File: src/rtl/elastic_pipe_pkg.sv
// elastic_pipe shared constants and helpers.
// Occupancy width helper and drop counter limits.
package elastic_pipe_pkg;

  localparam int DROP_CNT_W = 16;
  localparam logic [DROP_CNT_W-1:0] DROP_CNT_MAX = '1;

  function automatic int occ_width(input int n);
    return $clog2(n + 1);
  endfunction

endpackage

File: src/rtl/elastic_pipe_stage.sv
// elastic_pipe_stage: one valid/data register pair.
// Moves when ready; a flush clears valid and reports any loss.
module elastic_pipe_stage #(
  parameter int WIDTH = 64
) (
  input  logic             clk,
  input  logic             rst,
  input  logic             up_valid,
  input  logic [WIDTH-1:0] up_data,
  input  logic             dn_ready,
  input  logic             flush,
  output logic             valid,
  output logic [WIDTH-1:0] data,
  output logic             rdy,
  output logic             drop
);

  assign rdy  = !valid | dn_ready;
  assign drop = flush & ((valid & !rdy) | (rdy & up_valid));

  // load on ready, hold otherwise; flush clears valid
  always_ff @(posedge clk or negedge rst) begin
    if (!rst) begin
      valid <= 1'b0;
      data  <= '0;
    end else begin
      if (flush)
        valid <= 1'b0;
      else if (rdy)
        valid <= up_valid;
      if (rdy && up_valid)
        data <= up_data;
    end
  end

endmodule

File: src/rtl/elastic_pipe.sv
// elastic_pipe: valid/ready pipeline with flush and occupancy.
// ELASTIC_PIPE_SKID_BUF_EN adds a skid entry ahead of stage 0.
module elastic_pipe
  import elastic_pipe_pkg::*;
#(
  parameter int WIDTH  = 64,
  parameter int STAGES = 4,
`ifdef ELASTIC_PIPE_SKID_BUF_EN
  parameter int OCC_W  = occ_width(STAGES + 1)
`else
  parameter int OCC_W  = occ_width(STAGES)
`endif
) (
  input  logic                  clk,
  input  logic                  rst,
  input  logic                  in_valid,
  output logic                  in_ready,
  input  logic [WIDTH-1:0]      in_data,
  output logic                  out_valid,
  input  logic                  out_ready,
  output logic [WIDTH-1:0]      out_data,
  input  logic [STAGES-1:0]     flush_mask,
  output logic [OCC_W-1:0]      occupancy,
  output logic [DROP_CNT_W-1:0] drop_cnt
);

  logic [STAGES-1:0]            v;
  logic [STAGES-1:0]            rdy;
  logic [STAGES-1:0]            drop;
  logic [STAGES-1:0]            up_v;
  logic [STAGES-1:0]            dn_r;
  logic [STAGES-1:0][WIDTH-1:0] d;
  logic [STAGES-1:0][WIDTH-1:0] up_d;
  logic                         s0_valid;
  logic [WIDTH-1:0]             s0_data;
  logic                         skid_drop;
  logic [OCC_W-1:0]             skid_occ;

`ifdef ELASTIC_PIPE_SKID_BUF_EN
  logic             skid_valid;
  logic [WIDTH-1:0] skid_data;

  assign in_ready  = !skid_valid;
  assign s0_valid  = skid_valid | in_valid;
  assign s0_data   = skid_valid ? skid_data : in_data;
  assign skid_drop = flush_mask[0] & !rdy[0]
                   & (skid_valid | in_valid);
  assign skid_occ  = OCC_W'(skid_valid);

  // skid catches a word stage 0 cannot take, drains first
  always_ff @(posedge clk or negedge rst) begin
    if (!rst) begin
      skid_valid <= 1'b0;
      skid_data  <= '0;
    end else begin
      if (flush_mask[0])
        skid_valid <= 1'b0;
      else if (skid_valid)
        skid_valid <= !rdy[0];
      else
        skid_valid <= in_valid & !rdy[0];
      if (!skid_valid && in_valid && !rdy[0])
        skid_data <= in_data;
    end
  end
`else
  assign in_ready  = rdy[0];
  assign s0_valid  = in_valid;
  assign s0_data   = in_data;
  assign skid_drop = 1'b0;
  assign skid_occ  = '0;
`endif

  // wire each stage to its upstream source and downstream ready
  always_comb begin
    up_v    = '0;
    up_d    = '0;
    dn_r    = '0;
    up_v[0] = s0_valid;
    up_d[0] = s0_data;
    for (int i = 1; i < STAGES; i++) begin
      up_v[i] = v[i-1];
      up_d[i] = d[i-1];
    end
    for (int i = 0; i < STAGES - 1; i++)
      dn_r[i] = rdy[i+1];
    dn_r[STAGES-1] = out_ready;
  end

  for (genvar i = 0; i < STAGES; i++) begin : g_stage
    elastic_pipe_stage #(
      .WIDTH(WIDTH)
    ) u_stage (
      .clk     (clk),
      .rst     (rst),
      .up_valid(up_v[i]),
      .up_data (up_d[i]),
      .dn_ready(dn_r[i]),
      .flush   (flush_mask[i]),
      .valid   (v[i]),
      .data    (d[i]),
      .rdy     (rdy[i]),
      .drop    (drop[i])
    );
  end

  assign out_valid = v[STAGES-1];
  assign out_data  = d[STAGES-1];

  // popcount of valid entries, skid included when present
  always_comb begin
    occupancy = skid_occ;
    for (int i = 0; i < STAGES; i++)
      occupancy = occupancy + OCC_W'(v[i]);
  end

  logic [DROP_CNT_W:0] drop_sum;
  logic [DROP_CNT_W:0] drop_nxt;

  // total losses this edge, added with saturation
  always_comb begin
    drop_sum = (DROP_CNT_W+1)'(skid_drop);
    for (int i = 0; i < STAGES; i++)
      drop_sum = drop_sum + (DROP_CNT_W+1)'(drop[i]);
    drop_nxt = {1'b0, drop_cnt} + drop_sum;
  end

  // saturating squash counter
  always_ff @(posedge clk or negedge rst) begin
    if (!rst)
      drop_cnt <= '0;
    else if (drop_nxt > {1'b0, DROP_CNT_MAX})
      drop_cnt <= DROP_CNT_MAX;
    else
      drop_cnt <= drop_nxt[DROP_CNT_W-1:0];
  end

endmodule

File: config.mk
export PLATFORM = sky130hd
export DESIGN_NAME = elastic_pipe
export DESIGN_NICKNAME = d
export VERILOG_FILES = /design/src/rtl/elastic_pipe_pkg.sv /design/src/rtl/elastic_pipe_stage.sv /design/src/rtl/elastic_pipe.sv
export SDC_FILE = /design/constraint.sdc
export NUM_CORES = 1
export LEC_CHECK = 0
export CORE_UTILIZATION = 34
export CTS_CLUSTER_DIAMETER = 60
export DETAILED_ROUTE_END_ITERATION = 6
export PLACE_DENSITY = 0.68
export SYNTH_ARGS = -nofsm -noshare
export SYNTH_HDL_FRONTEND = slang
export SYNTH_SLANG_ARGS = --single-unit
File: constraint.sdc
create_clock -name clk -period 2.7 [get_ports clk]
set_input_delay 0.675 -clock clk [delete_from_list [all_inputs] [get_ports clk]]
set_output_delay 0.675 -clock clk [all_outputs]
set_load 0.02 [all_outputs]
==> results of run 1 <==
==> layer usage <==
metal | wire length, µm | up-vias | GRT usage (%)
met4 | 353 | 0 | 3.47
met5 | 0 | - | 0
met1 | 9760 | 3065 | 17.2
met2 | 10100 | 137 | 21.3
li1 | - | 2692 | -
met3 | 1230 | 31 | 2.88
==> per-stage QoR <==
stage	instance area [µm²]	worst slack (ns)	utilization [%]	std cells	total power, mW
finish	14400	-0.110	44.1	1320	13.3
global placement	13300	-0.769	40.7	1261	9.10
global route	14400	-0.225	44.1	1320	14.0
floorplan	11300	-0.355	-	713	8.19
CTS	14400	-0.165	44.1	1319	13.5
detailed placement	13300	-0.812	40.7	1261	9.20
==> cells in the final DEF, fill, tap and decap left out, drive strengths merged, types with 7 or more instances in the layout <==
cell and n:
o21ai 8, xor2 7, mux2 257, clkbuf 46
nand2 16, clkdlybuf4s50 150, inv 10, nor2 8
buf 48, dfrtp 276
==> what timing repair did <==
action,in CTS,in global routing
pin swaps,3,5
gates cloned,1,0
buffers inserted,2,2
gates resized for setup,20,0
endpoints found under the setup margin,20,19
==> state kept, by name, summed over array words and instances (netlist names) <==
register               count
g_stage.u_stage.valid      4
drop_cnt                  16
g_stage.u_stage.data     256
==> final timing paths <==
kind,startpoint,endpoint,slack [ns],cells after the start
setup / recovery,g_stage[3].u_stage.valid,drop_cnt[14],-0.11,11
hold / removal,rst,g_stage[3].u_stage.data[33],0.13,1
setup reg to reg,g_stage[3].u_stage.valid,drop_cnt[14],-0.11,11
hold reg to reg,g_stage[1].u_stage.data[11],g_stage[2].u_stage.data[11],0.48,1
max in group asynchronous,rst,g_stage[0].u_stage.data[52],1.85,2
min in group clk,g_stage[1].u_stage.data[11],g_stage[2].u_stage.data[11],0.48,1
==> cells by family after synthesis <==
logic type                 count (synthesis)  share of synthesized area, %
AOI/OAI and AO/OA                         15                         0.840
xor gates and xnor gates                   9                         0.696
adders and majority gates                  7                          1.04
buffers and inverters                    100                          6.41
DFF                                      276                          61.0
muxes                                    257                          27.5
and+or+nand+nor                           49                          2.46
==> power breakdown <==
group | switching [mW] | internal [mW] | total [mW] | leakage [nW]
clock | 1.60 | 2.60 | 4.21 | 0.516
combinational | 1.39 | 1.88 | 3.26 | 2.58
sequential | 0.584 | 5.23 | 5.82 | 3.32
total | 3.57 | 9.71 | 13.3 | 6.41
==> final cells by class <==
type	count	area [µm²]	area share, %
Inverter	9	33.8	0.235
Clock inverter	9	130	0.904
Timing Repair Buffer	200	2080	14.5
Tap cell	442	553	3.84
Sequential cell	276	6910	48.0
Multi-Input combinational cell	338	3770	26.2
Clock buffer	46	912	6.34
==> impl_results.md, run 1 <==
* H-tree depth at 1
* Port bufs at 156
* Crit end category: flop
* Count leader, synth: dfrtp_1
* Final hold violation count at 0
* Worst EP required at 3.13 ns
* Post-DP HPWL at 13.9 mm
* Slowest cell on crit path: fa_1
* Netlist Area Pre-Place at 11,300 µm²
* Max-slew violations at 0
* Routed wire length per instance at 16.2 µm
* Core area at 32,600 µm²
* Final Wtd Congestion at 0.799
* Final hold slack at 0.128 ns
* Layout cell share with drive strength beyond 1 at 39.6%
* Worst-path clk slew at 0.06 ns
* CP delay by family, top: adder cells
* Hold_buf cts at 0
* CTS buffer count at 30
* Die Ht at 184 µm
* Buf/Inv on CP at 2
* Setup CP Type: reg2reg
* Vias in the first global route at 6,501
* Top FF cell, synth: dfrtp_1
* CTS root buffer: clkbuf_16
* Via total after detailed routing at 5,925
* Largest net degree at the start of global routing at 79
* Critical Path Most Common Cell: fa_2
* Register area share after synthesis at 61.0%
* Post-synth EDFFs at 0
* Worst Max-Slew Pin Slew at 0.666 ns
* Clock period minus worst slack at 2.81 ns
* Rows at 66
* Nets@finish at 934
* CTS Buffer Depth at 3
* CTS tree: done
* # setup viols final at 17
* TritonRoute pass-1 iters at 4
* Critical-path cell list: buf_6 -> and3b_2 -> and3_4 -> o21ai_4 -> fa_1 -> fa_2 -> inv_2 -> fa_2 -> and2_4 -> nand4_1 -> mux2_4
* ANT nets after route at 0
* Skew final at 0.0122 ns
* Initial antenna violation count at 0
* First-pass GRT wire length at 34.9 mm
* Clk sinks at 276
* Share of the synthesized area in the top cell type at 61.0%
* Synth cell count leaders: dfrtp_1 (276), mux2_2 (170), buf_4 (77), mux2_4 (60), mux2_1 (27)
* Post-synthesis sequential element count at 276
* Initial core utilization at 34.7%
* Pwr dens at 924 nW/µm²
* Syn avg cell area at 15.9 µm²
* Ports at 157
* Final WL at 21.4 mm
* Post-synth net total at 792
* P&R area growth vs syn at 27.1%
* VDD IR-drop max at 572 µV
* Startpoint types: flop
* Leakage at 6.41 nW
* Synth area leader: dfrtp_1
* Critical path's largest stage delay at 0.56 ns
* Critical path peak fanout at 3
* Maxcap violations at 0
* Post-synthesis cell count at 713
* Filler instances at 2,907
* RSZ-0062 raised after global routing: true
* Total congestion overflow at 0
* Failing checks: negative setup slack
* Setup_tns at -1.02 ns
* Later-pin clock latency in the skew report at 0.54 ns
* Final setup margin at -0.110 ns
* # diodes at 0
* Residual DRC at 0
* Die ar. at 34,000 µm²
* Status: finished, violations left
* Syn. warnings at 0
* Synth top area cells: dfrtp_1 (61%), mux2_2 (17%), mux2_4 (8.0%)
* Hold Path Class: in2async
* Vias/cell at 4.49
* First DRT Iteration DRCs at 149
* Die X at 184 µm
* GRT Resource Usage Total at 13.0%
* Arrival @ worst endpoint at 3.24 ns
* Async S/R FF share, synth at 100%
* Yosys cell types at 39
* Relative slew slack at 55.6%
* Max Freq at 356 MHz
* Period utilization at 104%
Note: power is estimated with default switching activity, not from simulation.
==> run 2, diff against run 1 <==
CTS_CLUSTER_DIAMETER = 40   (was 60)
TNS_END_PERCENT = 5   (was unset)
==> impl_results.md, run 2 (synthesized netlist as in run 1, its figures left out) <==
* Leakage at 6.57 nW
* Total congestion overflow at 0
* TritonRoute pass-1 iters at 4
* Layout cell share with drive strength beyond 1 at 41.3%
* Design area at 14,800 µm²
* Nets@finish at 939
* Slowest cell on crit path: fa_1
* RSZ-0062 raised after global routing: true
* Via total after detailed routing at 5,991
* Placed Area at 13,200 µm²
* Final Wtd Congestion at 0.771
* ANT nets after route at 0
* Final setup margin at -0.0618 ns
* # setup viols final at 3
* Max Freq at 362 MHz
* Critical-path cell list: and3b_2 -> and3_4 -> o21ai_4 -> fa_1 -> fa_2 -> inv_2 -> fa_2 -> and2_4 -> nand4_1 -> mux2_4
* Vias in the first global route at 6,285
* Largest net degree at the start of global routing at 72
* Max-slew violations at 0
* Hold Path Class: in2async
* Wl on met1 at 9.83 mm
* Die X at 184 µm
* Die ar. at 34,000 µm²
* Filler instances at 2,866
* Critical R2R Capture: drop_cnt[14]
* Rows at 66
* Residual DRC at 0
* Worst EP required at 3.09 ns
* Later-pin clock latency in the skew report at 0.52 ns
* Core area at 32,600 µm²
* FF+latch area at 6910 µm²
* Crit end category: flop
* Post-DP HPWL at 13.6 mm
* Failing checks: negative setup slack
* Arrival @ worst endpoint at 3.16 ns
* Setup_tns at -0.104 ns
* Routed wire length per instance at 15.9 µm
* Relative slew slack at 61.6%
* First DRT Iteration DRCs at 206
* Largest regs: g_stage.u_stage.data x256, drop_cnt x16, g_stage.u_stage.valid x4
* Pwr dens at 997 nW/µm²
* Max reg flops at 256
* Met2 Routed Length at 9.65 mm
* Final WL at 21.2 mm
* VDD IR-drop max at 572 µV
* Initial antenna violation count at 2
* Critical Path Most Common Cell: fa_2
* Die Ht at 184 µm
* CTS root buffer: clkbuf_16
* Setup CP Type: reg2reg
* Commonest non-fill, non-tap cell in the layout: dfrtp_1
* H-tree depth at 2
* R2R Path Start: g_stage[3].u_stage.valid
* Vias/cell at 4.48
* Worst-path clk slew at 0.06 ns
* Critical path's largest stage delay at 0.57 ns
* Status: finished, violations left
* Multi-input gate area at 3770 µm²
* Skew final at 0.0198 ns
* Maxcap violations at 0
* Startpoint types: flop
* CTS tree: done
* Most frequent cells in the layout: dfrtp_1 (276), mux2_2 (170), clkdlybuf4s50_1 (150), mux2_4 (61), clkbuf_16 (45)
* Worst reg-to-reg path cell count at 10
* Dpl ws at -0.824 ns
* GRT Resource Usage Total at 12.7%
* Clock period minus worst slack at 2.76 ns
* Metal3 WL at 1.34 mm
* P&R area growth vs syn at 30.7%
* Largest register by flop count: g_stage.u_stage.data
* CTS buffer count at 42
* Period utilization at 102%
* R2r setup slk at -0.06 ns
* Clk sinks at 276
* First-pass GRT wire length at 34.0 mm
* Port bufs at 156
* Top sig layer: met5
* Worst Max-Slew Pin Slew at 0.576 ns
* CTS Buffer Depth at 3
* Initial core utilization at 34.7%
* Hold_buf cts at 0
* Final hold violation count at 0
* Critical path peak fanout at 3
* Ports at 157
-- run 2: worst max-delay path: cells and delay by family, from the launching register on --
family / cells / cell delay [ns]
buffers and inverters: 1 / 0.04
flip-flops: 1 / 0.38
multiplexers: 1 / 0.30
AND/OR/NAND/NOR: 4 / 0.70
adder cells (fa/ha/maj): 3 / 1.17
AO/OA/AOI/OAI: 1 / 0.05
-- run 2: worst max-delay path by stage --
stage / startpoint / to / slack, ns
after floorplan: out_ready / drop_cnt[14] / -0.35
after global placement: out_ready / drop_cnt[14] / -0.77
after detailed placement: out_ready / drop_cnt[14] / -0.82
after CTS: g_stage[3].u_stage.valid / occupancy[1] / -0.17
after global routing: g_stage[3].u_stage.valid / drop_cnt[12] / -0.15
final: g_stage[3].u_stage.valid / drop_cnt[14] / -0.06
-- run 2: metal layers --
layer | global-route usage, % | up-vias
met5 | 0 | -
met4 | 3.77 | 2
met3 | 4.09 | 33
met2 | 19.7 | 143
met1 | 17.0 | 3067
li1 | - | 2746
-- run 2: area by class of cell --
class | instances | area share [%]
multi-input combinational | 337 | 25.4
sequential | 276 | 46.7
clock inverter | 28 | 2.48
timing repair buffer | 194 | 13.7
antenna | 1 | 0.0169
tap | 442 | 3.74
clock buffer | 49 | 7.78
inverter | 9 | 0.228
-- run 2: power by group --
group	switching [mW]	total [mW]	internal, mW
clock	2.06	5.68	3.63
sequential	0.581	5.82	5.24
combinational	1.38	3.25	1.87
-- run 2: repair_timing --
action	4_1_cts	5_1_grt
endpoints found under the setup margin	20	19
setup buffers	0	1
pin swaps	5	5
gates resized for setup	14	14
-- run 2: through the flow --
stage                     hold slack (ns)  util, %  total power, mW  std cells
after floorplan                     0.379        -             8.19        713
after global placement              0.459     40.6             9.09       1257
after detailed placement            0.469     40.6             9.20       1257
after CTS                           0.127     45.2             15.0       1334
after global routing                0.160     45.4             15.5       1335
final                               0.138     45.4             14.8       1336
==> run 3, diff against run 2 <==
CORE_UTILIZATION = 49   (was 34)
PLACE_DENSITY = 0.76   (was 0.68)
==> impl_results.md, run 3 (synthesized netlist as in run 1, its figures left out) <==
* # setup viols final at 11
* Die Ht at 154 µm
* Leakage at 6.48 nW
* Fin util at 63.4%
* Filler instances at 1,644
* P&R area growth vs syn at 26.7%
* Dpl ws at -0.768 ns
* Final Wtd Congestion at 0.820
* Max Freq at 362 MHz
* Initial antenna violation count at 0
* # diodes at 0
* VDD IR-drop max at 501 µV
* Vias in the first global route at 6,411
* Worst-path clk slew at 0.06 ns
* Final hold violation count at 0
* Arrival @ worst endpoint at 3.14 ns
* Vias/cell at 5.10
* Routed wire length per instance at 17.7 µm
* First-pass GRT wire length at 34.1 mm
* Residual DRC at 0
* GRT Resource Usage Total at 18.2%
* Largest net degree at the start of global routing at 84
* Post-DP HPWL at 13.3 mm
* CTS Buffer Depth at 3
* Final WL at 20.7 mm
* Critical path peak fanout at 3
* Worst Max-Slew Pin Slew at 0.712 ns
* Nets@finish at 938
* Total Power at 14.0 mW
* CTS buffer count at 37
* TritonRoute pass-1 iters at 4
* Clock period minus worst slack at 2.76 ns
* Failing checks: negative setup slack
* Layout cell share with drive strength beyond 1 at 39.8%
* Relative slew slack at 52.5%
* CTS tree: done
* Most frequent cells in the layout: dfrtp_1 (276), mux2_2 (170), clkdlybuf4s50_1 (150), mux2_4 (60), clkbuf_16 (37)
* RSZ-0062 raised after global routing: true
* Max reg flops at 256
* Worst EP required at 3.08 ns
* FF+latch area at 6910 µm²
* Placed Cells at 1,104
* Startpoint types: input pin
* Skew final at 0.0111 ns
* Rows at 55
* Commonest non-fill, non-tap cell in the layout: dfrtp_1
* Via total after detailed routing at 5,961
* Setup CP Type: in2reg
* Later-pin clock latency in the skew report at 0.50 ns
* Ports at 157
* Design area at 14,400 µm²
* CTS root buffer: clkbuf_16
* Final non-filler cell total at 1,169
* Largest register by flop count: g_stage.u_stage.data
* Maxcap violations at 0
* Final setup margin at -0.0642 ns
* Final hold slack at 0.174 ns
* Hold Path Class: in2async
* H-tree depth at 2
* Status: finished, violations left
* Largest regs: g_stage.u_stage.data x256, drop_cnt x16, g_stage.u_stage.valid x4
* Period utilization at 102%
* Port bufs at 156
* Max-slew violations at 0
* Initial core utilization at 50.0%
* Hold_buf cts at 0
* ANT nets after route at 0
* Pwr dens at 977 nW/µm²
* Multi-input gate area at 3730 µm²
* Total congestion overflow at 0
* Die X at 154 µm
* Die ar. at 23,700 µm²
* Setup_tns at -0.227 ns
* Placed Area at 13,100 µm²
* Crit end category: flop
* Core area at 22,600 µm²
* Clk sinks at 276
* First DRT Iteration DRCs at 189
## run 3: final timing paths
check / startpoint / end / slack, ns / cells past startpoint
max in group asynchronous: rst / g_stage[1].u_stage.data[38] / 1.79 / 2
setup / recovery: out_ready / drop_cnt[14] / -0.06 / 11
hold / removal: rst / g_stage[3].u_stage.data[41] / 0.17 / 1
setup reg to reg: g_stage[3].u_stage.valid / drop_cnt[14] / -0.05 / 11
min in group clk: g_stage[1].u_stage.data[51] / g_stage[2].u_stage.data[51] / 0.47 / 1
hold reg to reg: g_stage[1].u_stage.data[51] / g_stage[2].u_stage.data[51] / 0.47 / 1
## run 3: final cells by class
cell class                 count  area share, %
timing repair buffer         198           14.5
tap                          285           2.48
inverter                       9          0.235
multi-input combinational    337           26.0
clock inverter                20           1.98
clock buffer                  44           6.71
sequential                   276           48.1
## run 3: worst max-delay path: stages
cell           delay, ns
dlygate4sd2_1       0.24
and3b_2             0.24
and3_4              0.18
o21ai_2             0.06
fa_1                0.56
fa_2                0.22
inv_2               0.04
fa_2                0.35
and2_4              0.17
nand4_1             0.08
mux2_1              0.31
## run 3: where the power goes
group / switching (mW) / internal, mW
combinational: 1.39 / 1.87
clock: 1.77 / 3.14
sequential: 0.610 / 5.24
## run 3: timing repair
item,4_1_cts,5_1_grt
pin swaps,3,0
buffers inserted,1,0
resized for setup,14,2
setup endpoints to repair,20,18
## run 3: layer usage
metal / share of wire, % / routed length, µm / GRT usage, %
met1: 46 / 9450 / 24.7
met2: 47 / 9640 / 28.9
met3: 5.4 / 1110 / 4.31
met4: 2.4 / 500 / 6.05
met5: 0 / 0 / 0
